**src/rtl/mips_cpu_pkg.sv**
```systemverilog
// rtl/mips_cpu_pkg.sv - shared op codes, FSM states and sizing helpers for the HI/LO unit
package mips_cpu_pkg;

   localparam logic [2:0] OP_MULT  = 3'd0;
   localparam logic [2:0] OP_MULTU = 3'd1;
   localparam logic [2:0] OP_DIV   = 3'd2;
   localparam logic [2:0] OP_DIVU  = 3'd3;
   localparam logic [2:0] OP_MTHI  = 3'd4;
   localparam logic [2:0] OP_MTLO  = 3'd5;

   typedef enum logic [1:0] {
      IDLE    = 2'd0,
      DIV_RUN = 2'd1,
      DIV_FIX = 2'd2
   } hilo_state_t;

   localparam int HILO_WIDTH = 32;

   function automatic int cnt_width(input int w);
      return (w > 1) ? $clog2(w) : 1;
   endfunction

   localparam int CNT_W = cnt_width(HILO_WIDTH);

endpackage

```
**src/rtl/mips_cpu_hilo_unit_if.sv**
```systemverilog
// rtl/mips_cpu_hilo_unit_if.sv - request/result bundle between decoder and HI/LO unit
interface mips_cpu_hilo_unit_if #(parameter int WIDTH = 32);

   logic             start;
   logic [2:0]       op;
   logic [WIDTH-1:0] rs_data;
   logic [WIDTH-1:0] rt_data;
   logic             busy;
   logic             done;
   logic [WIDTH-1:0] hi;
   logic [WIDTH-1:0] lo;

   modport master (
      output start, op, rs_data, rt_data,
      input  busy, done, hi, lo
   );

   modport slave (
      input  start, op, rs_data, rt_data,
      output busy, done, hi, lo
   );

endinterface

```
**src/rtl/mips_cpu_divider.sv**
```systemverilog
// rtl/mips_cpu_divider.sv - unsigned restoring divider, one quotient bit per cycle
module mips_cpu_divider #(
   parameter int WIDTH = 32
) (
   input  logic             clk,
   input  logic             reset,
   input  logic             load,
   input  logic [WIDTH-1:0] dividend,
   input  logic [WIDTH-1:0] divisor,
   output logic [WIDTH-1:0] quotient,
   output logic [WIDTH-1:0] remainder,
   output logic             last_iter
);
   import mips_cpu_pkg::*;

   localparam int CW = cnt_width(WIDTH);

   logic [WIDTH-1:0] dvs_q;
   logic [CW-1:0]    cnt_q;
   logic             active_q;
   logic [WIDTH:0]   trial;
   logic [WIDTH:0]   diff;

   // Partial remainder needs one extra bit after the shift-in.
   always_comb begin
      trial = {remainder, quotient[WIDTH-1]};
      diff  = trial - {1'b0, dvs_q};
   end

   assign last_iter = active_q && (cnt_q == CW'(WIDTH - 1));

   always_ff @(posedge clk) begin
      if (reset) begin
         quotient  <= '0;
         remainder <= '0;
         dvs_q     <= '0;
         cnt_q     <= '0;
         active_q  <= 1'b0;
      end else if (load) begin
         quotient  <= dividend;
         remainder <= '0;
         dvs_q     <= divisor;
         cnt_q     <= '0;
         active_q  <= 1'b1;
      end else if (active_q) begin
         if (!diff[WIDTH]) begin
            remainder <= diff[WIDTH-1:0];
            quotient  <= {quotient[WIDTH-2:0], 1'b1};
         end else begin
            remainder <= trial[WIDTH-1:0];
            quotient  <= {quotient[WIDTH-2:0], 1'b0};
         end
         cnt_q <= cnt_q + 1'b1;
         if (last_iter)
            active_q <= 1'b0;
      end
   end

endmodule

```
**src/rtl/mips_cpu_hilo_unit.sv**
```systemverilog
// rtl/mips_cpu_hilo_unit.sv - MULT/DIV execution stage owning the HI/LO registers
module mips_cpu_hilo_unit #(
   parameter int WIDTH = 32
) (
   input  logic                  clk,
   input  logic                  reset,
   mips_cpu_hilo_unit_if.slave   bus
);
   import mips_cpu_pkg::*;

   hilo_state_t      state_q, state_d;
   logic [WIDTH-1:0] hi_q, hi_d;
   logic [WIDTH-1:0] lo_q, lo_d;
   logic             busy_q, busy_d;
   logic             done_q, done_d;
   logic             div_load;

   logic             qneg_q, rneg_q, dzero_q;
   logic [WIDTH-1:0] rs_raw_q;

   logic             accept;
   logic             a_neg, b_neg;
   logic [WIDTH-1:0] a_mag, b_mag;
   logic [2*WIDTH-1:0] ext_a, ext_b, product;
   logic [WIDTH-1:0] div_q, div_r;
   logic             div_last;

   assign accept = bus.start && !busy_q;

   // Signed divide works on magnitudes; 0x80000000 maps to itself, which is the right unsigned value.
   always_comb begin
      a_neg   = (bus.op == OP_DIV) && bus.rs_data[WIDTH-1];
      b_neg   = (bus.op == OP_DIV) && bus.rt_data[WIDTH-1];
      a_mag   = a_neg ? -bus.rs_data : bus.rs_data;
      b_mag   = b_neg ? -bus.rt_data : bus.rt_data;
      ext_a   = {{WIDTH{(bus.op == OP_MULT) && bus.rs_data[WIDTH-1]}}, bus.rs_data};
      ext_b   = {{WIDTH{(bus.op == OP_MULT) && bus.rt_data[WIDTH-1]}}, bus.rt_data};
      product = ext_a * ext_b;
   end

   mips_cpu_divider #(.WIDTH(WIDTH)) u_divider (
      .clk       (clk),
      .reset     (reset),
      .load      (div_load),
      .dividend  (a_mag),
      .divisor   (b_mag),
      .quotient  (div_q),
      .remainder (div_r),
      .last_iter (div_last)
   );

   always_comb begin
      state_d  = state_q;
      hi_d     = hi_q;
      lo_d     = lo_q;
      busy_d   = busy_q;
      done_d   = 1'b0;
      div_load = 1'b0;
      case (state_q)
         IDLE: begin
            if (accept) begin
               case (bus.op)
                  OP_MULT, OP_MULTU: begin
                     {hi_d, lo_d} = product;
                     done_d       = 1'b1;
                  end
                  OP_MTHI: hi_d = bus.rs_data;
                  OP_MTLO: lo_d = bus.rs_data;
                  OP_DIV, OP_DIVU: begin
                     div_load = 1'b1;
                     busy_d   = 1'b1;
                     state_d  = DIV_RUN;
                  end
                  default: ;
               endcase
            end
         end
         DIV_RUN: begin
            if (div_last)
               state_d = DIV_FIX;
         end
         DIV_FIX: begin
            if (dzero_q) begin
               hi_d = rs_raw_q;
               lo_d = '1;
            end else begin
               hi_d = rneg_q ? -div_r : div_r;
               lo_d = qneg_q ? -div_q : div_q;
            end
            busy_d  = 1'b0;
            done_d  = 1'b1;
            state_d = IDLE;
         end
         default: state_d = IDLE;
      endcase
   end

   always_ff @(posedge clk) begin
      if (reset) begin
         state_q  <= IDLE;
         hi_q     <= '0;
         lo_q     <= '0;
         busy_q   <= 1'b0;
         done_q   <= 1'b0;
         qneg_q   <= 1'b0;
         rneg_q   <= 1'b0;
         dzero_q  <= 1'b0;
         rs_raw_q <= '0;
      end else begin
         state_q <= state_d;
         hi_q    <= hi_d;
         lo_q    <= lo_d;
         busy_q  <= busy_d;
         done_q  <= done_d;
         if (div_load) begin
            qneg_q   <= a_neg ^ b_neg;
            rneg_q   <= a_neg;
            dzero_q  <= (bus.rt_data == '0);
            rs_raw_q <= bus.rs_data;
         end
      end
   end

   assign bus.hi   = hi_q;
   assign bus.lo   = lo_q;
   assign bus.busy = busy_q;
   assign bus.done = done_q;

endmodule

```
**src/flat_wrapper.sv**
```systemverilog
// flat-port wrapper written by rule: the top's interface ports become plain ports
module mips_cpu_hilo_unit_flat import mips_cpu_pkg::*;
#(
   parameter int WIDTH = 32
)
  (clk, reset, bus_start, bus_op, bus_rs_data, bus_rt_data, bus_busy, bus_done, bus_hi, bus_lo);
  mips_cpu_hilo_unit_if #(.WIDTH(WIDTH)) bus_i ();
  input  logic clk;
  input  logic reset;
  input wire logic [$bits(bus_i.start)-1:0] bus_start;
  input wire logic [$bits(bus_i.op)-1:0] bus_op;
  input wire logic [$bits(bus_i.rs_data)-1:0] bus_rs_data;
  input wire logic [$bits(bus_i.rt_data)-1:0] bus_rt_data;
  output wire logic [$bits(bus_i.busy)-1:0] bus_busy;
  output wire logic [$bits(bus_i.done)-1:0] bus_done;
  output wire logic [$bits(bus_i.hi)-1:0] bus_hi;
  output wire logic [$bits(bus_i.lo)-1:0] bus_lo;
  assign bus_i.start = bus_start;
  assign bus_i.op = bus_op;
  assign bus_i.rs_data = bus_rs_data;
  assign bus_i.rt_data = bus_rt_data;
  assign bus_busy = bus_i.busy;
  assign bus_done = bus_i.done;
  assign bus_hi = bus_i.hi;
  assign bus_lo = bus_i.lo;
  mips_cpu_hilo_unit #(.WIDTH(WIDTH)) u_core (.clk(clk), .reset(reset), .bus(bus_i));
endmodule
```
**config.mk**
```make
export PLATFORM = sky130hd
export DESIGN_NAME = mips_cpu_hilo_unit_flat
export DESIGN_NICKNAME = d
export VERILOG_FILES = /design/src/rtl/mips_cpu_pkg.sv /design/src/rtl/mips_cpu_hilo_unit_if.sv /design/src/rtl/mips_cpu_divider.sv /design/src/rtl/mips_cpu_hilo_unit.sv /design/src/flat_wrapper.sv
export SDC_FILE = /design/constraint.sdc
export NUM_CORES = 2
export LEC_CHECK = 0
export CAP_MARGIN = 15
export CORE_AREA = 2 2 297 299
export CTS_CLUSTER_SIZE = 10
export DETAILED_ROUTE_END_ITERATION = 16
export DIE_AREA = 0 0 299 301
export MAX_ROUTING_LAYER = met4
export PLACE_DENSITY = 0.75
export RECOVER_POWER = 50
export SETUP_SLACK_MARGIN = 0.02
export SYNTH_ARGS = -nofsm -noshare
export SYNTH_HDL_FRONTEND = slang
export SYNTH_SLANG_ARGS = --single-unit
```
**constraint.sdc**
```tcl
create_clock -name clk -period 21 [get_ports clk]
set_input_delay 2.1 -clock clk [delete_from_list [all_inputs] [get_ports clk]]
set_output_delay 2.1 -clock clk [all_outputs]
set_load 0.05 [all_outputs]
```
==> impl_metrics.toml <==
[status]
status = "complete, but fails checks"
violations = "max-capacitance violations, max-slew violations"

[setup_path]
crit_slowest_cell = "fa_1"
r2r_cells = 7
r2r_slack_ns = 15.77
path_buf_inv = 10
r2r-start = "u_core.state_q[0]$_SDFFE_PP0P_"
cp_slowest_stage_delay_ns = 0.85
arrival_ns = 11.79
critical_path.top_delay_family = "adder cells"
path_max_fanout = 21
critPathKind = "input pin to register"
rr_endpoint = "u_core.u_divider.dvs_q[26]$_SDFFE_PP0P_"
critPathRequiredTime_ns = 21.43
end_kind = "register"
crit_path_start_kind = "input pin"

[synthesis]
synth.ff_latch_count = 205
synth_top_family_by_area = "adder cells"
synthArstFlopShare = 0
seq_area_frac_synth = 0.0796
synth.avg_cell_area_um2 = 8.53
muxShareOfSynthArea = 0.0106
syn_nets = 7486
ys_warn_count = 0
synth_xor_area_frac = 0.0357
synth_compound_area_frac = 0.101
ys_types = 88
syn_inst = 6040
syn_area_um2 = 51500
synth_adder_area_share = 0.498
synth-edff-count = 0
synth_top_flop_cell = "dfxtp_1"
yosys.area_share.simple = 0.157

[timing]
timing.setup.tns_ns = 0
max_freq_mhz = 88.0
timing.final.max_slew_violations = 264
worst_pin_slew_ns = 4.66
setup_viol = 0
finClkSkew_ns = 0.00856
rsz0062_at_grt = "no"
min_period_ns = 11.37
relSlewSlack = -2.11
hold_viol = 0
period_share = 0.541

[clock_tree]
htreeDepth = 1
clkSinkCount = 205
cts_buffers = 24
cts_root_buf = "clkbuf_16"
clk_pin_slew_ns = 0.06
cts_resized = 0
cts_tree = "yes"
clk_latency_ns = 0.53
clk_path_buf_depth = 3
holdBufCountCts = 0
cts_setup_buffers = 0

[floorplan]
die-area_um2 = 90000
core_area_um2 = 86500
die-height_um = 301
ios = 136
die_w_um = 299
start_util = 0.596
rows = 108

[min_path]
min_to = "u_core.bus.lo[29]$_SDFFE_PP0P_"
hold_class = "register to register"
min_from = "u_core.bus.lo[29]$_SDFFE_PP0P_"
hold_depth = 2

[drt]
wl_per_cell_um = 22.6
wirelength_um = 159000
drtIter0Drc = 3917
vias = 42246
drtAntennaViolNets = 0
vias_per_cell = 6.00
drc_errors = 0
firstDrtPassIters = 6

[global_routing]
grt_pass1_wl_um = 251000
grt_antenna_before_repair = 4
grt_pass1_vias = 43940
grt_overflow = 0
grt_max_degree = 101
grtUsageTotal = 0.374

[layout]
layout-drive-gt1-share = 0.0354
num-fill-cells = 7385
area_growth_pct = 4.73
nets = 7325

[placement]
io_buffers = 135
place_congestion = 0.990
dp_hpwl_um = 121000

[run]
drv_cap = 4
-- worst max path at each step --
| stage | from | to | slack (ns) | cells after the start |
|---|---|---|---|---|
| 6_report | bus_op[1] | u_core.bus.hi[28]$_SDFFE_PP0P_ | 9.63 | 29 |
| 5_1_grt | bus_op[1] | u_core.bus.hi[28]$_SDFFE_PP0P_ | 9.09 | 29 |
| 4_1_cts | bus_op[1] | u_core.bus.hi[28]$_SDFFE_PP0P_ | 9.78 | 29 |
| 3_5_place_dp | bus_op[1] | u_core.bus.hi[28]$_SDFFE_PP0P_ | 9.27 | 29 |
| 3_3_place_gp | bus_op[1] | u_core.bus.hi[28]$_SDFFE_PP0P_ | 9.43 | 29 |
| 2_1_floorplan | bus_op[1] | u_core.bus.hi[28]$_SDFFE_PP0P_ | 10.82 | 33 |
-- cell type report --
type / count / area (µm²) / share of cell area
antenna: 4 / 10.0 / 0.000185
clock buffer: 30 / 654 / 0.0121
inverter: 1192 / 4470 / 0.0829
multi-input combinational: 4227 / 41400 / 0.767
sequential: 205 / 4110 / 0.0761
tap: 1155 / 1450 / 0.0268
timing repair buffer: 229 / 1870 / 0.0347
-- placed cells by master (no fill, tap or decap), types with 38 or more instances in the layout --
master         instances
nand2_1              986
xor2_1                90
ha_1                 250
nand3_1               45
mux2i_1               50
buf_4                 89
dlygate4sd3_1         68
xnor2_1              120
nor2_1               238
fa_1                1126
and2_1               302
a211oi_1              66
o21ai_0              165
and3_1                38
dfxtp_1              203
a21oi_1              260
inv_1               1192
-- cells by family (layout without fill, tap and decap cells) --
logic type | after synthesis | in the layout
AND/OR/NAND/NOR | 1786 | 1786
buffers and inverters | 1608 | 1451
adder cells (fa/ha/maj) | 1376 | 1376
AO/OA/AOI/OAI | 801 | 801
XOR/XNOR | 210 | 210
flip-flops | 205 | 205
multiplexers | 54 | 54
other | 0 | 4
-- stage by stage --
step / hold WS (ns) / std cells / area, µm² / util / setup slack [ns]
finish: 0.449 / 7042 / 54000 / 0.624 / 9.63
global route: 0.467 / 7040 / 54000 / 0.624 / 9.09
CTS: 0.455 / 7037 / 54000 / 0.624 / 9.78
detailed placement: 0.447 / 7007 / 53300 / 0.616 / 9.27
global placement: 0.438 / 7007 / 53300 / 0.616 / 9.43
floorplan: 0.433 / 6040 / 51500 / - / 10.82
-- cell usage after synthesis (9+ instances only) --
cell | count | share of area
nand3_1 | 46 | 0.0045
buf_1 | 46 | 0.0034
o221ai_1 | 19 | 0.0032
buf_2 | 17 | 0.0017
a21o_1 | 37 | 0.0054
nor2_1 | 238 | 0.017
inv_1 | 1192 | 0.087
or4_1 | 10 | 0.0015
or3_1 | 21 | 0.0025
ha_1 | 250 | 0.061
a31oi_1 | 20 | 0.0024
dfxtp_1 | 205 | 0.080
nand2_1 | 986 | 0.072
nand2b_1 | 18 | 0.0022
nor3_1 | 35 | 0.0034
xor2_1 | 90 | 0.015
o31ai_1 | 34 | 0.0050
o21ai_0 | 165 | 0.016
a211o_1 | 9 | 0.0015
a21oi_1 | 260 | 0.025
o211ai_1 | 29 | 0.0042
xnor2_1 | 120 | 0.020
a211oi_1 | 66 | 0.0096
clkbuf_1 | 349 | 0.025
o41ai_1 | 19 | 0.0032
and2_1 | 302 | 0.037
nor2b_1 | 10 | 0.0012
a221oi_1 | 17 | 0.0029
o22ai_1 | 9 | 0.0011
and3_1 | 38 | 0.0046
o21bai_1 | 15 | 0.0022
nor4_1 | 16 | 0.0019
mux2i_1 | 50 | 0.0097
o21a_1 | 13 | 0.0019
a32o_1 | 11 | 0.0021
fa_1 | 1126 | 0.44
nand4_1 | 22 | 0.0027
or2_2 | 11 | 0.0013
a311oi_1 | 12 | 0.0020
-- metal layers --
metal	vias up	share of wire	track usage
met2	2296	0.46	0.595
met4	0	0.054	0.158
met1	21358	0.38	0.474
met3	479	0.11	0.0649
li1	18113	-	-
met5	-	0	-
-- worst min-delay path: stages (launching register included) --
cell,delay (ns)
dfxtp_1,0.30
nand2_1,0.05
a21oi_1,0.05
-- state kept, by name (all words and copies together) (netlist names) --
| signal | flops |
|---|---|
| u_core.u_divider.remainder | 32 |
| u_core.dzero_q | 1 |
| u_core.rs_raw_q | 32 |
| u_core.u_divider.active_q | 1 |
| u_core.bus.hi | 32 |
| u_core.u_divider.cnt_q | 5 |
| u_core.bus.busy | 1 |
| u_core.bus.done | 1 |
| u_core.u_divider.quotient | 32 |
| u_core.bus.lo | 32 |
| u_core.state_q | 2 |
| u_core.rneg_q | 1 |
| u_core.u_divider.dvs_q | 32 |
| u_core.qneg_q | 1 |
Power is left out: the tool's default activity adds up to more than one toggle a clock period on the data nets, which glitch-free logic cannot reach.
